==> src/rtl/escaner_teclado_matricial_pkg.sv <==
// Shared definitions for the 4x4 matrix keypad scanner.
// Holds the debounce FSM state encoding, the one-cold column drive
// patterns, the key-code width and the column rotation helper.
package escaner_teclado_matricial_pkg;

  // Debounce / press-tracking states.
  typedef enum logic [1:0] {
    ST_IDLE,
    ST_DEB_PRESS,
    ST_HELD,
    ST_DEB_RELEASE
  } estado_t;

  // Width of a key code: 4*row + column.
  localparam int KEY_W = 4;

  // Active-low one-cold column drive patterns (bit c = column c).
  localparam logic [3:0] COL_0 = 4'b1110;
  localparam logic [3:0] COL_1 = 4'b1101;
  localparam logic [3:0] COL_2 = 4'b1011;
  localparam logic [3:0] COL_3 = 4'b0111;

  // Next column drive pattern. Any illegal pattern falls back to column 0
  // so the drive can never get stuck with several columns low.
  function automatic logic [3:0] columna_siguiente(input logic [3:0] actual);
    logic [3:0] siguiente;
    case (actual)
      COL_0:   siguiente = COL_1;
      COL_1:   siguiente = COL_2;
      COL_2:   siguiente = COL_3;
      COL_3:   siguiente = COL_0;
      default: siguiente = COL_0;
    endcase
    return siguiente;
  endfunction

endpackage

==> src/rtl/escaner_teclado_matricial_generador_tick.sv <==
// Parameterised tick generator: a counter running 0..DIV-1 that raises
// o_Tick for the single cycle in which the count equals DIV-1.
// Ports:
//   i_Reloj  - clock
//   i_Reset  - synchronous, active-high reset (count returns to 0)
//   o_Tick   - one-cycle pulse every DIV cycles
module generador_tick #(
  parameter int DIV = 4
) (
  input  logic i_Reloj,
  input  logic i_Reset,
  output logic o_Tick
);

  localparam int CNT_W = (DIV > 1) ? $clog2(DIV) : 1;
  localparam logic [CNT_W-1:0] ULTIMO = CNT_W'(DIV - 1);

  logic [CNT_W-1:0] cuenta_q;
  logic [CNT_W-1:0] cuenta_d;

  // The count restarts from 0 after DIV-1, so it never overflows its width.
  always_comb begin
    cuenta_d = cuenta_q + 1'b1;
    if (cuenta_q == ULTIMO) begin
      cuenta_d = '0;
    end
  end

  always_ff @(posedge i_Reloj) begin
    if (i_Reset) begin
      cuenta_q <= '0;
    end else begin
      cuenta_q <= cuenta_d;
    end
  end

  assign o_Tick = (cuenta_q == ULTIMO);

endmodule

==> src/rtl/escaner_teclado_matricial.sv <==
// 4x4 matrix keypad scanner with ghost-key rejection and debouncing.
// Drives one column low at a time, samples the synchronised rows into a
// 16-bit scan bitmap, classifies each full scan and runs a debounce FSM
// that reports exactly one strobe per accepted press.
// Ports:
//   i_Reloj            - clock
//   i_Reset            - synchronous, active-high reset
//   i_Filas            - keypad rows, asynchronous, active-low
//   o_Columnas         - keypad columns, active-low one-cold
//   o_Tecla            - code of last accepted key (4*row + column)
//   o_Tecla_Valida     - one-cycle strobe on press acceptance
//   o_Tecla_Presionada - high from press acceptance to release acceptance
module escaner_teclado_matricial
  import escaner_teclado_matricial_pkg::*;
#(
  parameter int CLK_HZ         = 100000000,
  parameter int SCAN_HZ        = 1000,
  parameter int DEBOUNCE_SCANS = 4
) (
  input  logic             i_Reloj,
  input  logic             i_Reset,
  input  logic [3:0]       i_Filas,
  output logic [3:0]       o_Columnas,
  output logic [KEY_W-1:0] o_Tecla,
  output logic             o_Tecla_Valida,
  output logic             o_Tecla_Presionada
);

  localparam int DIV   = CLK_HZ / SCAN_HZ;
  localparam int CNT_W = $clog2(DEBOUNCE_SCANS + 1);
  localparam logic [CNT_W-1:0] CNT_UNO = CNT_W'(1);
  localparam logic [CNT_W-1:0] CNT_MAX = '1;
  localparam logic [CNT_W-1:0] DEB_N   = CNT_W'(DEBOUNCE_SCANS);

  logic tick;

  generador_tick #(
    .DIV (DIV)
  ) u_generador_tick (
    .i_Reloj (i_Reloj),
    .i_Reset (i_Reset),
    .o_Tick  (tick)
  );

  // Scanner state
  logic [3:0]  filas_meta_q, filas_meta_d;
  logic [3:0]  filas_sync_q, filas_sync_d;
  logic [3:0]  columnas_q, columnas_d;
  logic [1:0]  col_idx_q, col_idx_d;
  logic [15:0] bitmap_q, bitmap_d;
  logic        clasificar_q, clasificar_d;

  // Debounce FSM state
  estado_t          estado_q, estado_d;
  logic [KEY_W-1:0] cand_q, cand_d;
  logic [CNT_W-1:0] cnt_q, cnt_d;
  logic [KEY_W-1:0] tecla_q, tecla_d;
  logic             valida_q, valida_d;
  logic             presionada_q, presionada_d;

  // Classifier results
  logic [4:0]       num_bits;
  logic [KEY_W-1:0] tecla_unica;
  logic             es_unica;
  logic [CNT_W-1:0] cnt_inc;

  // Two-flop synchroniser on the rows, then column sampling on each tick.
  // The bitmap is cleared in the cycle after end of scan, once the
  // classifier has consumed it; the next tick is at least DIV cycles away.
  always_comb begin
    filas_meta_d = i_Filas;
    filas_sync_d = filas_meta_q;
    columnas_d   = columnas_q;
    col_idx_d    = col_idx_q;
    bitmap_d     = bitmap_q;
    clasificar_d = 1'b0;
    if (clasificar_q) begin
      bitmap_d = '0;
    end
    if (tick) begin
      for (int r = 0; r < 4; r++) begin
        bitmap_d[{2'(r), col_idx_q}] = ~filas_sync_q[r];
      end
      col_idx_d    = col_idx_q + 2'd1;
      columnas_d   = columna_siguiente(columnas_q);
      clasificar_d = (col_idx_q == 2'd3);
    end
  end

  // Population count and position of the (last) set bit. Only the position
  // of a single set bit is meaningful; two or more keys count as no key.
  always_comb begin
    num_bits    = '0;
    tecla_unica = '0;
    for (int k = 0; k < 16; k++) begin
      if (bitmap_q[k]) begin
        num_bits    = num_bits + 5'd1;
        tecla_unica = KEY_W'(k);
      end
    end
    es_unica = (num_bits == 5'd1);
  end

  assign cnt_inc = (cnt_q == CNT_MAX) ? cnt_q : cnt_q + 1'b1;

  // Debounce FSM, advanced only in the classification cycle.
  always_comb begin
    estado_d     = estado_q;
    cand_d       = cand_q;
    cnt_d        = cnt_q;
    tecla_d      = tecla_q;
    valida_d     = 1'b0;
    presionada_d = presionada_q;
    if (clasificar_q) begin
      case (estado_q)
        ST_IDLE: begin
          if (es_unica) begin
            cand_d   = tecla_unica;
            cnt_d    = CNT_UNO;
            estado_d = ST_DEB_PRESS;
          end
        end
        ST_DEB_PRESS: begin
          if (es_unica && (tecla_unica == cand_q)) begin
            cnt_d = cnt_inc;
            if (cnt_inc >= DEB_N) begin
              estado_d     = ST_HELD;
              tecla_d      = cand_q;
              valida_d     = 1'b1;
              presionada_d = 1'b1;
            end
          end else if (es_unica) begin
            cand_d = tecla_unica;
            cnt_d  = CNT_UNO;
          end else begin
            cnt_d    = '0;
            estado_d = ST_IDLE;
          end
        end
        ST_HELD: begin
          if (!(es_unica && (tecla_unica == tecla_q))) begin
            cnt_d    = CNT_UNO;
            estado_d = ST_DEB_RELEASE;
          end
        end
        ST_DEB_RELEASE: begin
          // A different single key also counts as release: rolling to a
          // new key only starts its debounce once this key is released.
          if (es_unica && (tecla_unica == tecla_q)) begin
            estado_d = ST_HELD;
          end else begin
            cnt_d = cnt_inc;
            if (cnt_inc >= DEB_N) begin
              cnt_d        = '0;
              estado_d     = ST_IDLE;
              presionada_d = 1'b0;
            end
          end
        end
        default: begin
          cnt_d    = '0;
          estado_d = ST_IDLE;
        end
      endcase
    end
  end

  always_ff @(posedge i_Reloj) begin
    if (i_Reset) begin
      filas_meta_q <= 4'hF;
      filas_sync_q <= 4'hF;
      columnas_q   <= COL_0;
      col_idx_q    <= '0;
      bitmap_q     <= '0;
      clasificar_q <= 1'b0;
      estado_q     <= ST_IDLE;
      cand_q       <= '0;
      cnt_q        <= '0;
      tecla_q      <= '0;
      valida_q     <= 1'b0;
      presionada_q <= 1'b0;
    end else begin
      filas_meta_q <= filas_meta_d;
      filas_sync_q <= filas_sync_d;
      columnas_q   <= columnas_d;
      col_idx_q    <= col_idx_d;
      bitmap_q     <= bitmap_d;
      clasificar_q <= clasificar_d;
      estado_q     <= estado_d;
      cand_q       <= cand_d;
      cnt_q        <= cnt_d;
      tecla_q      <= tecla_d;
      valida_q     <= valida_d;
      presionada_q <= presionada_d;
    end
  end

  assign o_Columnas         = columnas_q;
  assign o_Tecla            = tecla_q;
  assign o_Tecla_Valida     = valida_q;
  assign o_Tecla_Presionada = presionada_q;

endmodule

==> config.mk <==
export PLATFORM = sky130hd
export DESIGN_NAME = escaner_teclado_matricial
export DESIGN_NICKNAME = d
export VERILOG_FILES = /design/src/rtl/escaner_teclado_matricial_pkg.sv /design/src/rtl/escaner_teclado_matricial_generador_tick.sv /design/src/rtl/escaner_teclado_matricial.sv
export SDC_FILE = /design/constraint.sdc
export NUM_CORES = 1
export LEC_CHECK = 0
export BUFFER_PORTS_ARGS = -buffer_cell sky130_fd_sc_hd__buf_2
export CAP_MARGIN = 25
export CORE_AREA = 5 5 128 93
export CTS_BUF_LIST = sky130_fd_sc_hd__clkbuf_16
export DETAILED_ROUTE_END_ITERATION = 16
export DIE_AREA = 0 0 133 98
export PLACE_DENSITY = 0.59
export SYNTH_ARGS = -nofsm -noshare
export SYNTH_HDL_FRONTEND = slang
export SYNTH_HIERARCHICAL = 1
export SYNTH_SLANG_ARGS = --single-unit
==> constraint.sdc <==
create_clock -name i_Reloj -period 10.9 [get_ports i_Reloj]
set_input_delay 0 -clock i_Reloj [delete_from_list [all_inputs] [get_ports i_Reloj]]
set_output_delay 0 -clock i_Reloj [all_outputs]
set_load 0.005 [all_outputs]
==> flow_metrics.py <==
metrics = {
    "outcome": {
        "outcome": "finished clean",
    },
    "critical_path": {
        "cp.arrival_ns": 10.34,
        "cp.depth": 49,
        "crit_start": "bitmap_q[0]$_SDFF_PP0_",
        "r2r_slack_ns": 0.82,
        "crit_family": "adder cells",
        "crit_end": "cnt_q[1]$_SDFFE_PP0P_",
        "crit_path_start_kind": "flop",
        "slowest_stage": "or3b_1",
        "required_ns": 11.15,
        "worstSetupPathType": "flop to flop",
        "r2r_start": "bitmap_q[0]$_SDFF_PP0_",
        "max_stage_delay_ns": 0.38,
        "worstReg2RegEnd": "cnt_q[1]$_SDFFE_PP0P_",
        "cp.buffers_inverters": 4,
        "crit_top_cell": "ha_1",
        "crit_fanout": 9,
        "crit_path_end_kind": "flop",
        "r2r_cells": 49,
    },
    "yosys": {
        "synth_commonest_cells": "92 x nor2_1, 63 x dfxtp_1, 48 x nand2_1",
        "yosys-top-cells-area": "dfxtp_1 28%, xnor2_1 8.5%, nor2_1 7.6%, ha_1 5.8%, nand2_1 4.0%",
        "synth_ff_type": "dfxtp_1",
        "synth_fp_nets": 565,
        "yosys_warnings": 6,
        "synth_fa_ha_area_share_pct": 5.79,
        "ys_types": 82,
        "synth-seq-cells": 63,
        "synthMuxAreaShare_pct": 4.88,
        "synthCells": 538,
        "synth-simple-area-share_pct": 25.2,
        "yosysTopAreaCell": "dfxtp_1",
        "synth_most_common_cell": "nor2_1",
        "synth_edf_count": 0,
        "synth_top_cell_area_share_pct": 27.8,
        "ys_seq_area_share_pct": 27.8,
        "synthArstFlopShare_pct": 0,
        "avgSynthCellArea_um2": 8.44,
        "synth_top_family_by_area": "simple AND/OR/NAND/NOR gates",
        "synth_compound_area_share_pct": 14.6,
        "synth_xor_xnor_area_share_pct": 17.4,
        "synth_area_um2": 4540,
    },
    "final_layout": {
        "drive_above_1_share_pct": 12.9,
        "num_antenna_cells": 0,
        "syn_to_final_growth_pct": 9.93,
        "stdcell_count": 686,
        "fill_cells": 998,
        "num-nets-final": 574,
    },
    "timing": {
        "hold_viol_final": 0,
        "period_share_pct": 92.5,
        "finClkSkew_ns": 0.00513,
        "relSlewSlack_pct": 45.3,
        "timing.hold.ws_ns": 0.217,
        "fmax_ghz": 0.0992,
        "setup_viol": 0,
        "slew_violations": 0,
        "fin_crit_ns": 10.08,
        "fin_setup_tns_ns": 0,
        "worst_pin_slew_ns": 0.812,
        "setup_ws_ns": 0.815,
        "rsz0062_at_grt": "false",
    },
    "pwr": {
        "ir_worst_vdd_uv": 76.6,
        "p_leak_nw": 1.93,
        "power-per-cell-area_nw_per_um2": 96.6,
        "power.total_w": 0.000482,
    },
    "global_routing": {
        "grt_max_degree": 43,
        "antenna_found_initial": 0,
        "grt_use_total_pct": 14.9,
        "overflow": 0,
        "grt_pass1_vias": 3365,
        "grt_pass1_wl_mm": 16.2,
    },
    "detailed_routing": {
        "drt_iter0_markers": 238,
        "wl_per_cell_um": 13.5,
        "ant_nets": 0,
        "wirelength_mm": 9.29,
        "first_pass_iters": 5,
        "via_per_inst": 5.33,
        "drc_errors": 0,
        "vias": 3653,
    },
    "clocking": {
        "cts_tree": "yes",
        "cts_buffers": 9,
        "cts_sinks": 63,
        "cts_max_level": 3,
        "clkTransAtPathRegs_ns": 0.05,
        "root_buffer": "clkbuf_16",
        "clk-insertion-delay-late_ns": 0.32,
        "cts.path.max_buffers": 2,
    },
    "floorplan": {
        "die-area_um2": 13000,
        "core_area_um2": 10700,
        "dieHeight_um": 98,
        "rows": 32,
        "start_util_pct": 42.5,
        "die_x_um": 133,
        "io_pins": 16,
    },
    "place": {
        "dp_slack_ns": 0.670,
        "routabilityCongestion": 0.794,
        "dp.cells": 664,
        "io_buffers": 15,
        "hpwl_mm": 6.86,
    },
    "job": {
        "maxCapViolations": 0,
    },
    "min_path": {
        "worstHoldPathCells": 2,
        "min_path_type": "input pin to flop",
    },
}
==> timing repair <==
| action | 4_1_cts | 5_1_grt |
|---|---|---|
| endpoints found under the setup margin | 0 | 10 |
| resized for setup | 0 | 2 |
| hold buffers | 4 | 0 |
| buffers inserted | 0 | 4 |
| hold endpoints to repair | 4 | 0 |
==> layer usage <==
layer / vias to the layer above / share of wire [%] / track usage, %
met5: - / 0 / 0
met4: 0 / 0.32 / 4.31
met3: 3 / 3.3 / 3.60
met2: 54 / 42 / 21.6
met1: 1694 / 54 / 21.9
li1: 1902 / - / -
==> placed cells by master (no fill, tap or decap), types with 4 or more instances in the layout <==
cell type / n
a211oi_1: 4
a21oi_1: 12
a31oi_1: 18
and2_1: 7
buf_2: 15
buf_4: 5
clkbuf_16: 9
dfxtp_1: 63
dlygate4sd3_1: 4
ha_1: 21
inv_1: 21
mux2_2: 4
mux2i_1: 12
nand2_1: 48
nand3_1: 16
nand3b_1: 4
nand4_1: 9
nor2_1: 92
nor3_1: 8
nor3b_1: 4
nor4_1: 6
o21ai_0: 12
or2_2: 9
xnor2_1: 44
xnor3_1: 4
xor2_1: 10
==> report_power, final <==
part | switching (W) | internal (W) | leakage, nW
sequential | 0.00000173 | 0.000233 | 0.510
clock | 0.0000912 | 0.000147 | 0.129
combinational | 0.00000532 | 0.00000365 | 1.29
total | 0.0000983 | 0.000384 | 1.93
==> stage by stage <==
step           instance area, um^2  util, %
6_report                      4990     46.7
3_5_place_dp                  4670     43.7
2_1_floorplan                 4540        -
3_3_place_gp                  4670     43.7
5_1_grt                       4990     46.7
4_1_cts                       4950     46.3
==> kinds of logic after synthesis <==
family / Yosys count
DFF: 63
muxes: 19
AOI/OAI and AO/OA: 91
xor gates and xnor gates: 69
and+or+nand+nor: 229
buffers and inverters: 46
adders and majority gates: 21
==> cell type report <==
class / count / area, um^2 / area share, %
Inverter: 20 / 75.1 / 1.50
Clock buffer: 9 / 225 / 4.51
Clock inverter: 5 / 20.0 / 0.401
Timing Repair Buffer: 24 / 153 / 3.06
Multi-Input combinational cell: 429 / 3080 / 61.8
Sequential cell: 63 / 1260 / 25.3
Tap cell: 136 / 170 / 3.41
==> flip-flops by register name, summed over array words and instances (netlist names) <==
register and count:
o_Tecla_Valida 1, o_Tecla_Presionada 1, filas_meta_q 4, estado_q 2
u_generador_tick/cuenta_q 17, o_Columnas 4, bitmap_q 16, filas_sync_q 4
cnt_q 3, cand_q 4, clasificar_q 1, o_Tecla 4
col_idx_q 2
==> worst min-delay path by stage <==
stage,startpoint,end
floorplan,i_Reset,u_generador_tick/cuenta_q[2]$_SDFF_PP0_
global placement,i_Filas[3],filas_meta_q[3]$_SDFF_PP1_
detailed placement,i_Filas[3],filas_meta_q[3]$_SDFF_PP1_
CTS,i_Reset,bitmap_q[12]$_SDFF_PP0_
global route,i_Reset,col_idx_q[1]$_SDFFE_PP0P_
finish,i_Reset,o_Columnas[0]$_SDFFE_PP0P_
(Power assumes the default switching activity.)
